===== config.mk =====
export PLATFORM = sky130hd
export DESIGN_NAME = bcd_seg_scan
export DESIGN_NICKNAME = d
export VERILOG_FILES = /design/src/rtl/bcd_seg_scan.sv
export SDC_FILE = /design/constraint.sdc
export NUM_CORES = 1
export LEC_CHECK = 0
export ABC_AREA = 1
export BUFFER_PORTS_ARGS = -buffer_cell sky130_fd_sc_hd__buf_2
export CELL_PAD_IN_SITES_DETAIL_PLACEMENT = 1
export CELL_PAD_IN_SITES_GLOBAL_PLACEMENT = 1
export CORE_UTILIZATION = 37
export CTS_CLUSTER_SIZE = 14
export DETAILED_ROUTE_END_ITERATION = 12
export GPL_TIMING_DRIVEN = 1
export PLACE_DENSITY_LB_ADDON = 0.1
export SLEW_MARGIN = 20
export SYNTH_ARGS = -nofsm -noshare
export SYNTH_HDL_FRONTEND = slang
export SYNTH_SLANG_ARGS = --single-unit
export TNS_END_PERCENT = 10

===== constraint.sdc =====
create_clock -name clk -period 2 [get_ports clk]
set_clock_uncertainty 0.15 [all_clocks]
set_input_delay 0.1 -clock clk [delete_from_list [all_inputs] [get_ports clk]]
set_output_delay 0.1 -clock clk [all_outputs]
set_load 0.005 [all_outputs]

===== src/rtl/bcd_seg_scan.sv =====
// Snapshot a 4-digit packed BCD value and scan it onto a multiplexed
// 7-segment display with optional leading-zero blanking and a non-BCD flag.
module bcd_seg_scan #(
  parameter int SCAN_DIV      = 4,
  parameter bit BLANK_LEADING = 1'b1
) (
  input  logic        clk,
  input  logic        reset,
  input  logic [15:0] bcd,
  input  logic        load,
  output logic [6:0]  seg,
  output logic [3:0]  an,
  output logic        err
);

  localparam int CW = (SCAN_DIV > 1) ? $clog2(SCAN_DIV) : 1;
  localparam logic [CW-1:0] CNT_MAX = CW'(SCAN_DIV - 1);

  logic [15:0]   snap;
  logic [CW-1:0] cnt;
  logic [1:0]    idx;
  logic [3:0]    nib;
  logic          blank;
  logic          anyBad;
  logic [6:0]    segNext;
  logic [3:0]    anNext;

  function automatic logic [6:0] decode(input logic [3:0] d);
    case (d)
      4'd0:    decode = 7'h3F;
      4'd1:    decode = 7'h06;
      4'd2:    decode = 7'h5B;
      4'd3:    decode = 7'h4F;
      4'd4:    decode = 7'h66;
      4'd5:    decode = 7'h6D;
      4'd6:    decode = 7'h7D;
      4'd7:    decode = 7'h07;
      4'd8:    decode = 7'h7F;
      4'd9:    decode = 7'h6F;
      default: decode = 7'h40;
    endcase
  endfunction

  // A digit is blanked only when it and every more-significant digit are zero;
  // a non-BCD nibble is non-zero and therefore stops the chain.
  always_comb begin
    nib    = 4'h0;
    blank  = 1'b0;
    anyBad = 1'b0;
    case (idx)
      2'd0: nib = snap[3:0];
      2'd1: nib = snap[7:4];
      2'd2: nib = snap[11:8];
      2'd3: nib = snap[15:12];
      default: nib = 4'h0;
    endcase
    case (idx)
      2'd1: blank = (snap[15:4] == 12'h000);
      2'd2: blank = (snap[15:8] == 8'h00);
      2'd3: blank = (snap[15:12] == 4'h0);
      default: blank = 1'b0;
    endcase
    for (int i = 0; i < 4; i++) begin
      if (snap[i*4 +: 4] > 4'd9) anyBad = 1'b1;
    end
    segNext = (BLANK_LEADING && blank) ? 7'h00 : decode(nib);
    anNext  = 4'b0001 << idx;
  end

  always_ff @(posedge clk or negedge reset) begin
    if (!reset) begin
      snap <= 16'h0000;
      cnt  <= '0;
      idx  <= 2'd0;
      seg  <= 7'h00;
      an   <= 4'b0000;
      err  <= 1'b0;
    end else begin
      if (load) snap <= bcd;
      if (cnt == CNT_MAX) begin
        cnt <= '0;
        idx <= idx + 2'd1;
      end else begin
        cnt <= cnt + 1'b1;
      end
      seg <= segNext;
      an  <= anNext;
      err <= anyBad;
    end
  end

endmodule

==> metrics.sh <==
WARNINGS_FROM_YOSYS=0
TRITONCTS.NUM_BUFFERS=5
NUM_ANTENNA_CELLS=0
GLOBALROUTEMET1UTIL_PCT=21.4
YS_SEQ_ELEMENTS=32
FINALCRITICALPERIOD_NS=1.91
MIN_DELAY_PATH_DEPTH=3
MAXCLOCKFREQUENCY_MHz=522
TIMING.HOLD.WORST.START='load'
CRIT_PATH_MAX_FANOUT=3
CRITICAL_PATH.TOP_DELAY_FAMILY='simple AND/OR/NAND/NOR gates'
WIRE_PER_INST_UM=12.9
WORST_R2R_PATH_DEPTH=13
CHIPWIDTH_UM=67.0
SYN_TO_FINAL_GROWTH_PCT=35.6
CP.BUFFERS_INVERTERS=3
DRT_ITER0_MARKERS=11
REGTOREGSTARTPOINT='idx[0]'
SYN-MEAN-INSTANCE-AREA_UM2=9.42
PORTBUFFERS=30
WORSTPATHARRIVAL_NS=1.94
DETAILROUTE.VIA_COUNT=1273
SEQUENTIAL_CELL_AREA_FRACTION_IN_THE_YOSYS_REPORT_PCT=51.2
GRT_UTIL_MET2_PCT=32.6
INITIAL_UTILIZATION_PCT=38.8
CLKTRANSATPATHREGS_NS=0.06
CTS.ROOT.BUFFER_CELL='sky130_fd_sc_hd__clkbuf_8'
NUM_IO_PINS=31
DIE_EXTENT_IN_Y_UM=67.0
RR_ENDPOINT='seg[5]'
N_FILL_CELL=490
CRITICAL_PATH_CELL_BY_CELL='buf_4 -> ha_2 -> nand2_1 -> nand2_1 -> nor2_1 -> nor2_1 -> buf_4 -> ha_1 -> inv_1 -> nand2_1 -> nand2_1 -> nor2_1 -> nor2_1'
GRT_BUSIEST_LAYER='met2'
MAXCAPVIOLATIONS=0
LAYOUT.CELLS.NON_FILLER=272
TRITONCTS='yes'
DIE_AREA_UM2=4490
GRT.OVERFLOW.TOTAL=0
FINAL-MAX-SLEW-VIOLATION-COUNT=0
CTS-HTREE-LEVELS=2
MULTI_INPUT_AREA_UM2=749
LAYOUT-DRIVE-GT1-SHARE_PCT=34.7
CP-END-KIND='flip-flop'
PLACE_CONGESTION=0.777
DRC=0
CLOCK_SINKS=32
ANTENNA_FOUND_INITIAL=0
MAPPEDNETLISTNETS=194
GRT_START_MAX_NET_PINS=33
POST_SYNTH_INSTANCE_AREA_UM2=1560
PLACED_CELLS=248
FIRST_GLOBAL_VIAS=1321
GRT.TOTAL_USAGE_PCT=18.7
INSERTION_DELAY_NS=0.28
CRITICAL_PATH.SLOWEST_CELL='sky130_fd_sc_hd__dfrtp_1'
ANTENNA_VIOLATING_NETS_POST_ROUTE=0
REGISTER_AREA_UM2=802
CPPEAKSTAGEDELAY_NS=0.39
RUN_STATUS='finished clean'
TIMING.CRITICAL_PATH.FROM_TYPE='flip-flop'
POWER.IR.VDD_WORST_mV=0.336
CTS.PATH.MAX_BUFFERS=2
MAX_SLEW.WORST_PIN.SLEW_NS=0.704
PLACE_HPWL_UM=2570
WORST-ENDPOINT-REQUIRED_NS=2.02
HP-CLASS='in -> reg'
VIAS_PER_CELL=4.68
DPL-INSTANCE-AREA_UM2=1800
NETLIST_INSTANCES=166
FINAL_CELL_AREA_UM2=2120
P_PER_AREA_nW_PER_UM2=668
FINALHOLDVIOLATIONS=0
PLACEABLECOREAREA_UM2=4030
ROWS=23
FIRSTDRTPASSITERS=4
FINAL-SETUP-VIOL-COUNT=0
KIND_OF_CRITICAL_PATH='reg -> reg'
WIRELENGTH_UM=3500
R2R_SLACK_NS=0.09
CELLLEAKAGEPOWER_uW=0.00103
HOLD_END='snap[10]'
YOSYSUNIQUECELLTYPES=21
SLEW_HEADROOM_PCT=53.1
LAYOUT_WORST_PATH_CYCLE_SHARE_PCT=95.7
GRT_FIRST_PASS_WIRELENGTH_UM=6040
LAYOUT.NETS=252
GLOBAL_ROUTE.USAGE.MET3_PCT=5.65
GRT_SETUP_UNREPAIRED='yes'
tightest hold or removal path, stage by stage:
cell                      delay [ns]
sky130_fd_sc_hd__buf_2          0.24
sky130_fd_sc_hd__nand2_1        0.10
sky130_fd_sc_hd__o21ai_0        0.07
Yosys cell counts (all sizes together):
| master | count | share of area (%) |
|---|---|---|
| ha | 9 | 7.2 |
| o2111ai | 1 | 0.56 |
| dfrtp | 32 | 51 |
| buf | 1 | 0.32 |
| mux2 | 9 | 6.5 |
| nor2 | 28 | 7.8 |
| o21ai | 12 | 4.6 |
| nand2 | 48 | 13 |
| o21bai | 2 | 2.4 |
| clkbuf | 1 | 0.24 |
| inv | 18 | 4.5 |
| nor4 | 1 | 0.40 |
| xor2 | 1 | 0.56 |
| nand3 | 3 | 0.96 |
timing repair:
action,4_1_cts,5_1_grt
resized for setup,3,15
setup buffers,1,1
pin swaps,0,3
endpoints found under the setup margin,1,6
hold endpoints to repair,48,0
hold buffers,17,0
final cells by class:
class                      instances  area share [%]
sequential                        32            37.8
multi-input combinational        114            35.3
timing repair buffer              53            17.2
inverter                          18            3.42
clock buffer                       5            3.24
tap                               50            2.95
stage by stage:
step	utilization [%]	setup TNS, ns	power (µW)	setup WS, ns	hold slack, ns
after global placement	44.6	0	955	0.0816	0.0329
after CTS	50.9	0	1430	0.00625	0.133
after global routing	52.6	-0.0475	1510	-0.0211	0.176
after detailed placement	44.6	-0.0357	963	-0.0357	0.0635
final	52.6	0	1420	0.0852	0.131
after floorplan	-	0	870	0.105	-0.346
where the power goes:
| part | total, µW | internal, µW | switching, µW | leakage [µW] |
|---|---|---|---|---|
| combinational | 248 | 124 | 124 | 0.000614 |
| sequential | 735 | 704 | 30.1 | 0.000381 |
| clock | 434 | 224 | 210 | 0.0000359 |
| total | 1420 | 1050 | 365 | 0.00103 |
per-layer routing:
metal	wire length, µm	share of wire, %	vias up
met4	10	0.29	0
li1	-	-	627
met2	1880	54	20
met1	1500	43	624
met3	108	3.1	2
met5	0	0	-
cells by family after synthesis:
group	Yosys count	synth area share, %
AO/OA/AOI/OAI	15	7.52
XOR/XNOR	1	0.560
adder cells (fa/ha/maj)	9	7.20
buffers and inverters	20	5.04
flip-flops	32	51.2
multiplexers	9	6.48
AND/OR/NAND/NOR	80	22.0
worst max-delay path by stage:
stage	startpoint	end	slack, ns	depth (start not counted)
floorplan	idx[0]	seg[3]	0.10	11
global placement	idx[0]	seg[3]	0.08	10
detailed placement	idx[0]	seg[3]	-0.04	10
CTS	idx[0]	seg[3]	0.006	10
global route	idx[1]	seg[6]	-0.02	12
finish	idx[0]	seg[5]	0.09	13
state kept, by name, indices dropped and copies added, names as in the netlist:
name  cells
idx       2
seg       7
snap     16
an        4
cnt       2
err       1
cell usage in the layout (no fill, tap or decap):
cell	instances
sky130_fd_sc_hd__mux2_2	9
sky130_fd_sc_hd__nand2_1	40
sky130_fd_sc_hd__ha_4	4
sky130_fd_sc_hd__o21ai_1	1
sky130_fd_sc_hd__inv_4	2
sky130_fd_sc_hd__inv_2	2
sky130_fd_sc_hd__o21ai_4	1
sky130_fd_sc_hd__o2111ai_1	1
sky130_fd_sc_hd__dfrtp_2	1
sky130_fd_sc_hd__clkbuf_8	5
sky130_fd_sc_hd__ha_1	4
sky130_fd_sc_hd__dfrtp_1	31
sky130_fd_sc_hd__nand3_1	3
sky130_fd_sc_hd__nor2_1	22
sky130_fd_sc_hd__xor2_1	1
sky130_fd_sc_hd__buf_2	30
sky130_fd_sc_hd__ha_2	1
sky130_fd_sc_hd__inv_1	14
sky130_fd_sc_hd__dlygate4sd3_1	17
sky130_fd_sc_hd__o21ai_0	10
sky130_fd_sc_hd__nor2_4	2
sky130_fd_sc_hd__o21bai_4	2
sky130_fd_sc_hd__nand2_4	1
sky130_fd_sc_hd__nand2_2	7
sky130_fd_sc_hd__nor2_2	4
sky130_fd_sc_hd__nor4_1	1
sky130_fd_sc_hd__buf_4	6
No activity file was read; power rests on OpenSTA's default activity.
